[src/rtl/counter_read_master.sv]
// Initiator for the two-beat event-counter read: an atomic low-half request followed
// by a high-half request, assembled into one 64-bit value with protocol/monotonic checks.
module counter_read_master #(
  parameter  int PERIOD = 16,
  localparam int PW     = $clog2(PERIOD)
) (
  input  logic        clk,
  input  logic        reset,
  input  logic        start_i,
  input  logic        auto_en_i,
  input  logic        clr_err_i,
  output logic        ready_o,
  output logic        req_o,
  output logic        atomic_o,
  input  logic        ack_i,
  input  logic [31:0] count_i,
  output logic [63:0] data_o,
  output logic        valid_o,
  output logic        ack_err_o,
  output logic        mono_err_o
);

  localparam logic [1:0]    IDLE     = 2'd0;
  localparam logic [1:0]    LO       = 2'd1;
  localparam logic [1:0]    HI       = 2'd2;
  localparam logic [1:0]    CAP      = 2'd3;
  localparam logic [PW-1:0] PER_LAST = PW'(PERIOD - 1);

  logic [1:0]    state_r;
  logic [1:0]    state_nxt_s;
  logic [PW-1:0] per_cnt_r;
  logic          pending_r;
  logic          first_r;
  logic          abort_r;
  logic [31:0]   lo_r;
  logic [63:0]   prev_r;
  logic [63:0]   data_r;
  logic          valid_r;
  logic          ack_err_r;
  logic          mono_err_r;

  logic          tick_s;
  logic          go_s;
  logic          accept_s;
  logic          rd_ok_s;
  logic          rd_bad_s;
  logic          stray_s;
  logic          mono_set_s;
  logic [63:0]   rd_val_s;

  // Next-state selection and per-cycle event decode
  always_comb begin
    tick_s      = auto_en_i && (per_cnt_r == PER_LAST);
    go_s        = start_i || pending_r;
    accept_s    = 1'b0;
    rd_ok_s     = 1'b0;
    rd_bad_s    = 1'b0;
    stray_s     = 1'b0;
    rd_val_s    = {count_i, lo_r};
    state_nxt_s = state_r;
    case (state_r)
      IDLE: begin
        stray_s  = ack_i;
        accept_s = go_s;
        if (go_s) begin
          state_nxt_s = LO;
        end else begin
          state_nxt_s = IDLE;
        end
      end
      LO: begin
        stray_s     = ack_i;
        state_nxt_s = HI;
      end
      HI: begin
        state_nxt_s = CAP;
      end
      CAP: begin
        rd_ok_s  = ack_i && !abort_r;
        rd_bad_s = !(ack_i && !abort_r);
        accept_s = go_s;
        if (go_s) begin
          state_nxt_s = LO;
        end else begin
          state_nxt_s = IDLE;
        end
      end
      default: begin
        state_nxt_s = IDLE;
      end
    endcase
    mono_set_s = rd_ok_s && first_r && (rd_val_s < prev_r);
  end

  // Protocol state, auto-read scheduling and low-beat capture
  always_ff @(posedge clk) begin
    if (!reset) begin
      state_r   <= IDLE;
      per_cnt_r <= {PW{1'b0}};
      pending_r <= 1'b0;
      abort_r   <= 1'b0;
      lo_r      <= 32'h0000_0000;
    end else begin
      state_r <= state_nxt_s;
      if (!auto_en_i || tick_s) begin
        per_cnt_r <= {PW{1'b0}};
      end else begin
        per_cnt_r <= per_cnt_r + PW'(1'b1);
      end
      // An accepted start consumes the request even if a tick lands on the same edge
      if (accept_s) begin
        pending_r <= 1'b0;
      end else if (tick_s) begin
        pending_r <= 1'b1;
      end else begin
        pending_r <= pending_r;
      end
      if (state_r == HI) begin
        abort_r <= !ack_i;
      end else if (state_r == CAP) begin
        abort_r <= 1'b0;
      end else begin
        abort_r <= abort_r;
      end
      if ((state_r == HI) && ack_i) begin
        lo_r <= count_i;
      end else begin
        lo_r <= lo_r;
      end
    end
  end

  // Result assembly, status pulses and sticky monotonic error
  always_ff @(posedge clk) begin
    if (!reset) begin
      data_r     <= 64'h0;
      prev_r     <= 64'h0;
      first_r    <= 1'b0;
      valid_r    <= 1'b0;
      ack_err_r  <= 1'b0;
      mono_err_r <= 1'b0;
    end else begin
      valid_r   <= rd_ok_s;
      ack_err_r <= rd_bad_s || stray_s;
      if (rd_ok_s) begin
        data_r  <= rd_val_s;
        prev_r  <= rd_val_s;
        first_r <= 1'b1;
      end else begin
        data_r  <= data_r;
        prev_r  <= prev_r;
        first_r <= first_r;
      end
      if (mono_set_s) begin
        mono_err_r <= 1'b1;
      end else if (clr_err_i) begin
        mono_err_r <= 1'b0;
      end else begin
        mono_err_r <= mono_err_r;
      end
    end
  end

  assign ready_o    = (state_r == IDLE) || (state_r == CAP);
  assign req_o      = (state_r == LO) || (state_r == HI);
  assign atomic_o   = (state_r == LO);
  assign data_o     = data_r;
  assign valid_o    = valid_r;
  assign ack_err_o  = ack_err_r;
  assign mono_err_o = mono_err_r;

endmodule

[config.mk]
export PLATFORM = sky130hd
export DESIGN_NAME = counter_read_master
export DESIGN_NICKNAME = d
export VERILOG_FILES = /design/src/rtl/counter_read_master.sv
export SDC_FILE = /design/constraint.sdc
export NUM_CORES = 1
export LEC_CHECK = 0
export CORE_MARGIN = 3
export CORE_UTILIZATION = 64
export DETAILED_ROUTE_END_ITERATION = 10
export DONT_BUFFER_PORTS = 1
export GPL_ROUTABILITY_DRIVEN = 0
export GPL_TIMING_DRIVEN = 0
export PLACE_DENSITY = 0.8
export REMOVE_ABC_BUFFERS = 1
export SYNTH_ARGS = -nofsm -noshare
export SYNTH_HDL_FRONTEND = slang
export SYNTH_SLANG_ARGS = --single-unit
[constraint.sdc]
create_clock -name clk -period 2.4 [get_ports clk]
set_input_delay 0.36 -clock clk [delete_from_list [all_inputs] [get_ports clk]]
set_output_delay 0.36 -clock clk [all_outputs]
set_load 0.005 [all_outputs]
After elaboration in Yosys (flattened, before gate mapping):

Index checks and enable logic that the tools add are counted.
W data, S select, Z words.

* bits in registers: 108
* output and inout bits: 70
* word-level logic and storage cells: 48

* add/subtract/negate cells: 1
* order comparisons: 1
* equal/unequal tests: 4
* muxes and demuxes: 10
* bitwise logic cells: 1
* reductions and logical operators: 21

Operator list (count)
* $lt A64 B64 Y1: 1
* $mux W1: 9
* $reduce_or A2 Y1: 4
* $pmux W2 S3: 1
* $logic_and A1 B1 Y1: 5
* $logic_or A1 B1 Y1: 5
* $add A4 B1 Y4 const B: 1
* $eq A2 B2 Y1 const B: 2
* $eq A4 B4 Y1 const B: 1
* $logic_not A1 Y1: 4
* $reduce_bool A2 Y1: 2
* $eq A2 B1 Y1 const B: 1
* $logic_not A2 Y1: 1
* $not A1 Y1: 1

Logic depth before layout (Yosys ltp):

* word-level depth: 6
* mapped depth: 8
* depth with buffers taken out: 8

Least setup slack after synthesis:

No wires, ideal clock.

* path type: reg2reg
* from: register data_o[10] (netlist name)
* to: register mono_err_r, in the netlist mono_err_o
* library setup time: 0.084 ns
* arrival time: 1.701 ns
* required time: 2.316 ns
* path slack: 0.614 ns
* stages on the path, launching flop included: 9
* path buffers: 0
* path through: dfxtp_1 > inv_1 > ha_1 > a21oi_1 > a21boi_1 > a2111oi_0 > nand3_1 > a22o_1 > o31ai_2

RTL lines
* to (signal assigned): line 159 `mono_err_r <= mono_err_r;`
* to (decl): line 40 `logic mono_err_r;`

Worst setup path in the final report:

* from: register state_r[0]
* to: register lo_r[21]

* word-level cells in the longest chain between the ends: 2

RTL lines
* from (decl): line 29 `logic [1:0] state_r;`
* from (signal assigned): line 104 `state_r <= state_nxt_s;`
* $eq A2 B2 Y1: line 125 `if ((state_r == HI) && ack_i) begin`
* $logic_and A1 B1 Y1: line 125
* to (signal assigned): line 126 `lo_r <= count_i;`
* to (signal assigned): line 128 `lo_r <= lo_r;`
* to (decl): line 35 `logic [31:0] lo_r;`

Every way passes these cells.
A chain may end at the register's enable or synchronous reset.

==> reports/results.tsv <==
stage	metric	value	unit
run	number of max-cap violations	0	
timing	Final Hold Viols	0	
finish	layout cells sized above 1	3.959	%
floorplan	row cnt	33	
timing	Worst-Margin Slew	1.241	ns
drt	First-pass DRT Iterations	4	
timing	Final Max Slew Viols	0	
drt	drt via density	5.572	
power	PwrDens	640.2	mW/mm²
placement	I/O Buffers	0	
timing	Relative slew margins	17.27	%
cts	root buf cell	clkbuf_8	
power	leakage power	0.002097	µW
finish	commonest non-fill, non-tap cell in the layout	nand2_1	
yosys	top post-synthesis cells by area	dfxtp_1, ha_1, nand2_1	
critical_path	Worst setup SP type	register	
cts	H-tree Lvls	3	
cts	Max clock buf depth	2	
drt	Wirelength per Cell	15.20	µm
timing	final period utilization	88.59	%
critical_path	Req. time, crit path	2.67	ns
critical_path	Setup Crit Path Kind	register to register	
finish	Reg area	0.002162	mm²
grt	first-pass GRT wire length	20.06	mm
yosys	area leader, netlist	dfxtp_1	
timing	RSZ-0062 raised after global routing	false	
yosys	Yosys reg bits	108	
yosys	Mapped Avg Cell Area	8.058	µm²
floorplan	DIE AREA	0.009882	mm²
cts	Inserted Clock Buffers	9	
timing	skew final	0.01016	ns
drt	residual DRC count	0	
cts	CTS tree	done	
worst_hold_path	Worst Hold Class	input pin to register	
floorplan	IO Count	108	
critical_path	Arr. time, crit path	2.40	ns
floorplan	Initial Util	66.95	%
drt	number of DRC markers in iteration 0	164	
cts	clk slew on worst S/H paths	0.09	ns
placement	Area after DPL	0.005719	mm²
grt	initial antenna violation count	0	
drt	ANT nets after route	0	
grt	vias in the first global route	4409	
finish	Layout fillers	665	
finish	Area growth, synth to finish	6.789	%
finish	commonest cells after routing, fill and taps aside	nand2_1, dfxtp_1, a21boi_0	
yosys	Cell Area, Synth	0.005584	mm²
power	peak supply drop	0.3515	mV
timing	setup total negative slack	0	ns
yosys	asr flop ratio synth	0	%
yosys	Distinct cells, synth	42	
floorplan	core area	0.008341	mm²
finish	Final #Nets	784	
yosys	Top FF cell, synth	dfxtp_1	
drt	via count	4385	
yosys	number of synthesis warnings	0	
finish	n_diodes	0	
yosys	Yosys top cell area share	38.72	%
timing	Fmax achieved	470.3	MHz
yosys	Post-synth EDFFs	0	
finish	area of the multi-input gates	0.003049	mm²
drt	final WL	11.96	mm
status	status	complete, no violations	
timing	minimum clock period	2.126	ns
critical_path	CP Capture Type	register	
floorplan	chip height	99.41	µm
cts	clk_lat worst skew	0.36	ns
grt	largest net degree at the start of global routing	107	
finish	Final Core Density	71.50	%
cts	clk sinks	108	
critical_path	Crit Path Max Fanout	32	
grt	gr ovfl total	0	
finish	Finished Cell Area	0.005963	mm²
placement	HPWL Detailed	8.863	mm
yosys	post-synthesis sequential area ratio	38.72	%
floorplan	Die Wd	99.41	µm
grt	gr usage total	24.75	%
timing	# setup viols final	0	
yosys	Cells after Synth	693	
==> cell families (layout without fill, tap and decap cells) <==
| family | after synthesis | after routing | share of synthesized area (%) |
|---|---|---|---|
| compound gates | 152 | 152 | 19.09 |
| simple gates | 263 | 263 | 19.74 |
| buf+inv | 100 | 89 | 6.901 |
| flops | 108 | 108 | 38.72 |
| fa+ha+maj | 68 | 68 | 15.24 |
| xor+xnor | 2 | 2 | 0.3137 |
==> cell type report <==
cell class	count	area share, %
multi-input cells	485	51.13
flip-flops and latches	108	36.26
inverters	68	4.280
clock buffers	10	2.308
well taps	105	2.203
repair buffers	6	2.140
clock inverters	5	1.679
==> final timing paths <==
check                          startpoint                 endpoint  slack, ns  cells past startpoint
hold reg to reg   per_cnt_r[0]$_SDFF_PP0_  per_cnt_r[0]$_SDFF_PP0_       0.46                      1
hold / removal                      reset    state_r[1]$_SDFF_PN0_       0.13                      1
setup / recovery    state_r[0]$_SDFF_PN0_    lo_r[21]$_SDFFE_PN0P_       0.27                      5
setup reg to reg    state_r[0]$_SDFF_PN0_    lo_r[21]$_SDFFE_PN0P_       0.27                      5
==> routing by layer <==
metal  GRT usage, %  share of wire, %
met5              0                 0
met4          5.567               1.2
met3          7.714               7.1
met2          43.65                50
met1          29.52                42
==> per-stage QoR <==
step	hold WS, ns	power, µW	instances	setup slack (ns)
global route	0.1127	4019	787	0.03703
global placement	0.4279	2510	766	-2.103
CTS	0.1124	3846	787	0.08848
floorplan	0.4176	2385	661	-0.8991
detailed placement	0.4420	2563	772	0.1202
finish	0.1251	3818	787	0.2738
==> where the power goes <==
group / switching (µW) / internal, µW / leakage, µW
sequential: 63.8 / 1870 / 0.000872
clock: 587 / 713 / 0.000122
combinational: 335 / 251 / 0.00110
==> worst max-delay path, stage by stage, from the launching register on <==
cell and delay (ns):
dfxtp_1 0.34, inv_1 0.09, ha_1 0.24, and2_1 0.99, nand2_1 0.15, a21boi_0 0.22
==> Yosys cell counts, drive strengths merged, types with 3 or more instances <==
master / instances
a21o: 3
buf: 9
inv: 68
o21ai: 12
nand4: 7
nor4: 3
and2: 3
nor2: 14
a21oi: 23
clkbuf: 23
dfxtp: 108
a21boi: 98
ha: 68
a211oi: 3
nor2b: 3
nor3b: 5
nand2: 212
nand3: 9
==> what timing repair did <==
item	in CTS	in global routing
setup buffers	0	0
hold buffers	0	0
endpoints found under the setup margin	0	1
resized for setup	0	1
==> flip-flops by register name, indices dropped and copies added, names as in the netlist <==
| signal | flops |
|---|---|
| pending_r | 1 |
| data_o | 64 |
| abort_r | 1 |
| lo_r | 32 |
| valid_o | 1 |
| first_r | 1 |
| state_r | 2 |
| mono_err_o | 1 |
| per_cnt_r | 4 |
| ack_err_o | 1 |
No activity file was read; power rests on OpenSTA's default activity.
